**src/rtl/enqueue_agent_v0_2.sv**
```systemverilog
// Enqueue agent: decodes sume_meta destinations into per-queue enables, gates them on
// buffer/PIFO fullness once per packet, then steers every beat of the packet to that frozen mask.
module enqueue_agent_v0_2 #(
    parameter int C_S_AXIS_TUSER_WIDTH = 128,
    parameter int NUM_PHYS_PORTS       = 4,
    parameter int DST_POS              = 24,
    parameter int DROP_POS             = 32,
    parameter int MCAST_MODE           = 0,
    parameter int CNT_WIDTH            = 32
) (
    input  logic                            axis_aclk,
    input  logic                            axis_resetn,
    input  logic                            s_axis_tvalid,
    output logic                            s_axis_tready,
    input  logic [C_S_AXIS_TUSER_WIDTH-1:0] s_axis_tuser,
    input  logic                            s_axis_tlast,
    input  logic                            s_axis_tpifo_valid,
    input  logic [NUM_PHYS_PORTS:0]         s_axis_buffer_almost_full,
    input  logic [NUM_PHYS_PORTS:0]         s_axis_pifo_full,
    output logic [NUM_PHYS_PORTS:0]         m_axis_ctl_pifo_in_en,
    output logic [NUM_PHYS_PORTS:0]         m_axis_ctl_buffer_wr_en,
    input  logic                            clr_stats,
    output logic [CNT_WIDTH-1:0]            stat_enq_pkt_cnt,
    output logic [CNT_WIDTH-1:0]            stat_drop_pkt_cnt,
    output logic [CNT_WIDTH-1:0]            stat_partial_mcast_cnt
);

    localparam int QUEUE_NUM = NUM_PHYS_PORTS + 1;
    localparam logic [CNT_WIDTH-1:0] CNT_ONE = 1;

    typedef enum logic [1:0] {
        IDLE,
        ENQ_SOP,
        ENQ_REMAIN,
        DROP
    } state_e;

    state_e               state_q, state_d;
    logic [QUEUE_NUM-1:0] mask_q, mask_d;
    logic [QUEUE_NUM-1:0] dst, avail;
    logic                 dropPkt;
    logic                 enqInc, dropInc, partialInc;
    logic [CNT_WIDTH-1:0] enqCnt_q, dropCnt_q, partialCnt_q;
    logic                 unusedTuserBits;

    assign unusedTuserBits = ^s_axis_tuser;

    // The CPU/DMA queue is wanted if any port's odd (DMA) bit is set.
    always_comb begin
        dst = '0;
        for (int i = 0; i < NUM_PHYS_PORTS; i++) begin
            dst[i]           = s_axis_tuser[DST_POS + 2*i];
            dst[QUEUE_NUM-1] = dst[QUEUE_NUM-1] | s_axis_tuser[DST_POS + 2*i + 1];
        end
    end

    assign avail   = dst & ~s_axis_buffer_almost_full & ~s_axis_pifo_full;
    assign dropPkt = s_axis_tuser[DROP_POS] | ~s_axis_tpifo_valid | (avail == '0)
                   | ((MCAST_MODE == 1) & (avail != dst));

    always_ff @(posedge axis_aclk or negedge axis_resetn) begin
        if (!axis_resetn) begin
            state_q <= IDLE;
            mask_q  <= '0;
        end else begin
            state_q <= state_d;
            mask_q  <= mask_d;
        end
    end

    always_comb begin
        state_d    = state_q;
        mask_d     = mask_q;
        enqInc     = 1'b0;
        dropInc    = 1'b0;
        partialInc = 1'b0;
        unique case (state_q)
            IDLE: begin
                if (s_axis_tvalid) begin
                    if (dropPkt) begin
                        state_d = DROP;
                        dropInc = 1'b1;
                    end else begin
                        state_d    = ENQ_SOP;
                        mask_d     = avail;
                        enqInc     = 1'b1;
                        partialInc = (avail != dst);
                    end
                end
            end
            ENQ_SOP: begin
                if (s_axis_tvalid) begin
                    state_d = s_axis_tlast ? IDLE : ENQ_REMAIN;
                end
            end
            ENQ_REMAIN, DROP: begin
                if (s_axis_tvalid && s_axis_tlast) begin
                    state_d = IDLE;
                end
            end
            default: state_d = IDLE;
        endcase
    end

    always_comb begin
        s_axis_tready           = (state_q != IDLE);
        m_axis_ctl_pifo_in_en   = '0;
        m_axis_ctl_buffer_wr_en = '0;
        if (s_axis_tvalid) begin
            if (state_q == ENQ_SOP) begin
                m_axis_ctl_pifo_in_en   = mask_q;
                m_axis_ctl_buffer_wr_en = mask_q;
            end else if (state_q == ENQ_REMAIN) begin
                m_axis_ctl_buffer_wr_en = mask_q;
            end
        end
    end

    // Counters stick at all-ones; a clear beats an increment in the same cycle.
    always_ff @(posedge axis_aclk or negedge axis_resetn) begin
        if (!axis_resetn) begin
            enqCnt_q     <= '0;
            dropCnt_q    <= '0;
            partialCnt_q <= '0;
        end else if (clr_stats) begin
            enqCnt_q     <= '0;
            dropCnt_q    <= '0;
            partialCnt_q <= '0;
        end else begin
            if (enqInc && (enqCnt_q != '1)) begin
                enqCnt_q <= enqCnt_q + CNT_ONE;
            end
            if (dropInc && (dropCnt_q != '1)) begin
                dropCnt_q <= dropCnt_q + CNT_ONE;
            end
            if (partialInc && (partialCnt_q != '1)) begin
                partialCnt_q <= partialCnt_q + CNT_ONE;
            end
        end
    end

    assign stat_enq_pkt_cnt       = enqCnt_q;
    assign stat_drop_pkt_cnt      = dropCnt_q;
    assign stat_partial_mcast_cnt = partialCnt_q;

endmodule
```
**config.mk**
```make
export PLATFORM = sky130hd
export DESIGN_NAME = enqueue_agent_v0_2
export DESIGN_NICKNAME = d
export VERILOG_FILES = /design/src/rtl/enqueue_agent_v0_2.sv
export SDC_FILE = /design/constraint.sdc
export NUM_CORES = 1
export LEC_CHECK = 0
export BUFFER_PORTS_ARGS = -buffer_cell sky130_fd_sc_hd__buf_2
export CORE_ASPECT_RATIO = 2
export CORE_MARGIN = 10
export CORE_UTILIZATION = 52
export DETAILED_ROUTE_END_ITERATION = 10
export MAX_ROUTING_LAYER = met4
export PLACE_DENSITY = 0.86
export SYNTH_ARGS = -nofsm -noshare
export SYNTH_HDL_FRONTEND = slang
export SYNTH_SLANG_ARGS = --single-unit
```
**constraint.sdc**
```tcl
create_clock -name axis_aclk -period 6.25 [get_ports axis_aclk]
set_input_delay 0.625 -clock axis_aclk [delete_from_list [all_inputs] [get_ports axis_aclk]]
set_output_delay 0.625 -clock axis_aclk [all_outputs]
set_load 0.1 [all_outputs]
```
==> results.ini <==
[grt]
grt_pass1_vias=5459
track_usage_pct=21.1
grt.overflow.total=0
antenna_found_initial=0
grt_pass1_wl_mm=26.8
grt_max_degree=62

[worst_hold_path]
hp-class=in -> async

[logic_synthesis]
synthTopCellsByCount=103 x dfrtp_1, 96 x nor2_1, 53 x nand2_1, 49 x xnor2_1, 36 x nand3_1
synthFlopType=dfrtp_1
synth_most_common_cell=dfrtp_1
ys_types=58
ys_seq_elements=103
synth_area_leaders=dfrtp_1 44%, xnor2_1 7.4%, nor2_1 6.2%
synth_area_per_cell_sq_um=9.14
synth_warnings=0
yosysSeqAreaShare_pct=44.3
yosysTopAreaCell=dfrtp_1
async_flop_share_pct=100
synth.net_count=784
syn_area_sq_mm=0.00582
synth_edf_count=0
synth.top_cell.area_share_pct=44.3
synth_cells=637

[timing]
period_minus_slack_ns=2.96
setup_violations=0
rsz0062_at_grt=false
finalSetupTns_ns=0
max_freq_ghz=0.337
drv_slew=0
min_period_over_period_pct=47.4
worst_pin_slew_ns=1.28
finalHoldViolations=0
slew_headroom_pct=14.8
fin_ws_ns=3.29
worst_clock_skew_ns=0.00851

[critical_path]
start_kind=primary input
setup.worst_path.start=s_axis_tvalid
reg2reg_from=state_q[1]
crit_type=in -> reg
critPathCaptureType=flop
crit_arrival_ns=3.18
worstPathMaxFanout=33
worstPathRequired_ns=6.46
endpoint=stat_drop_pkt_cnt[9]
worstReg2RegEnd=stat_drop_pkt_cnt[9]
reg2regPathDepth=6
reg2reg_slack_ns=3.31

[floorplan]
dieArea_sq_mm=0.0161
core_area_sq_mm=0.0109
num_rows=54
start_util_pct=53.2
io_pins=251
die_h_um=170
fp.dieW_um=94.8

[power]
p_total_mw=1.41
total_leakage_power_nw=3.13
peakVddDrop_mv=0.154
power_density_mw_per_mm2=205

[cells_and_area]
final_nets=902
finalCoreUtilization_pct=62.7
layout-drive-gt1-share_pct=22.2
syn_to_final_growth_pct=17.7
antenna_cells=0

[clocking]
cts_tree=built
cts_max_path_buffers=2
cts_buffers=9
cts.reportedPaths.clkPinSlew_ns=0.07
cts.sinks=103
cts-root-buf=clkbuf_16
post_cts_buffers=0
cts_hold_buffers=0
clk_latency_ns=0.35
cts_resized=0
h-tree-depth=3

[place]
place_worst_setup_slack_ns=3.01
place.gp.congestion=0.929
port_buffers=131
place_hpwl_mm=12.4

[detailed_routing]
wirelength_mm=16.8
top_layer=met4
drc=0
met3WireLength_mm=1.31
wl_per_cell_um=18.7
dr_total_vias=5470
wl_met1_mm=6.71
ant_nets=0
drtIter0Drc=305
routed-wl-met2_mm=8.30
viasPerCell=6.08
firstDrtPassIters=7

[flow_run]
maxCapViolCount=0

[status]
status=finished, final reports clean

==> power breakdown <==
group / total (mW) / switching, mW / leakage, nW / internal (mW)
sequential: 0.688 / 0.0123 / 1.43 / 0.676
clock: 0.580 / 0.264 / 0.151 / 0.316
combinational: 0.139 / 0.111 / 1.54 / 0.0281
total: 1.41 / 0.387 / 3.13 / 1.02
==> layer usage <==
layer	track usage [%]	vias up
li1	-	2499
met1	25.2	2636
met2	33.8	295
met3	3.32	40
met4	9.82	0
met5	-	-
==> sequential cells by signal (all words and copies together), names as in the netlist <==
name	count
mask_q	5
stat_enq_pkt_cnt	32
state_q	2
stat_partial_mcast_cnt	32
stat_drop_pkt_cnt	32
==> cell usage in the layout, fill, tap and decap left out, drive strengths merged, types with 9 or more instances in the layout <==
master,netlist,routed
a21oi,13,13
and2,13,13
and3,29,29
and4,14,14
buf,15,135
clkbuf,13,9
dfrtp,103,103
inv,11,14
nand2,53,53
nand3,36,36
nand4,36,36
nor2,97,97
nor3,20,20
nor4,29,29
o21ai,11,11
xnor2,49,49
xor2,32,32
==> final cells by class <==
cell class / count / area (sq um)
clock buffer: 9 / 225
clock inverter: 7 / 78.8
fill: 950 / 4090
inverter: 11 / 41.3
multi-input combinational: 495 / 3070
sequential: 103 / 2580
tap: 140 / 175
timing repair buffer: 135 / 688
==> per-stage QoR <==
| step | hold WS, ns | cells | cell area (sq um) |
|---|---|---|---|
| 4_1_cts | 0.296 | 900 | 6860 |
| 2_1_floorplan | 0.329 | 637 | 5820 |
| 5_1_grt | 0.318 | 900 | 6860 |
| 3_5_place_dp | 0.490 | 884 | 6550 |
| 6_report | 0.278 | 900 | 6860 |
| 3_3_place_gp | 0.478 | 884 | 6550 |
==> cells by family (layout without fill, tap and decap cells) <==
group           count (synthesis)  in the layout  share of synthesized area, %
simple gates                  362            362                          33.6
flops                         103            103                          44.3
xor+xnor                       81             81                          12.2
compound gates                 45             45                          5.54
buf+inv                        39            162                          3.01
mux                             4              4                         0.816
fa+ha+maj                       3              3                         0.645
==> critical path, cell delays in order <==
cell and delay [ns]:
buf_2 0.19, nor3b_1 0.49, o31ai_1 0.21, o21ai_2 1.01, nor4b_2 0.42, xnor2_1 0.16, nor2_1 0.06
==> how the worst min path moves through the flow <==
stage | end | slack, ns | depth (start not counted)
2_1_floorplan | mask_q[0] | 0.33 | 0
3_3_place_gp | mask_q[0] | 0.48 | 2
3_5_place_dp | mask_q[2] | 0.49 | 2
4_1_cts | stat_drop_pkt_cnt[27] | 0.30 | 1
5_1_grt | stat_drop_pkt_cnt[29] | 0.32 | 1
6_report | stat_drop_pkt_cnt[27] | 0.28 | 1
(Power assumes the default switching activity.)
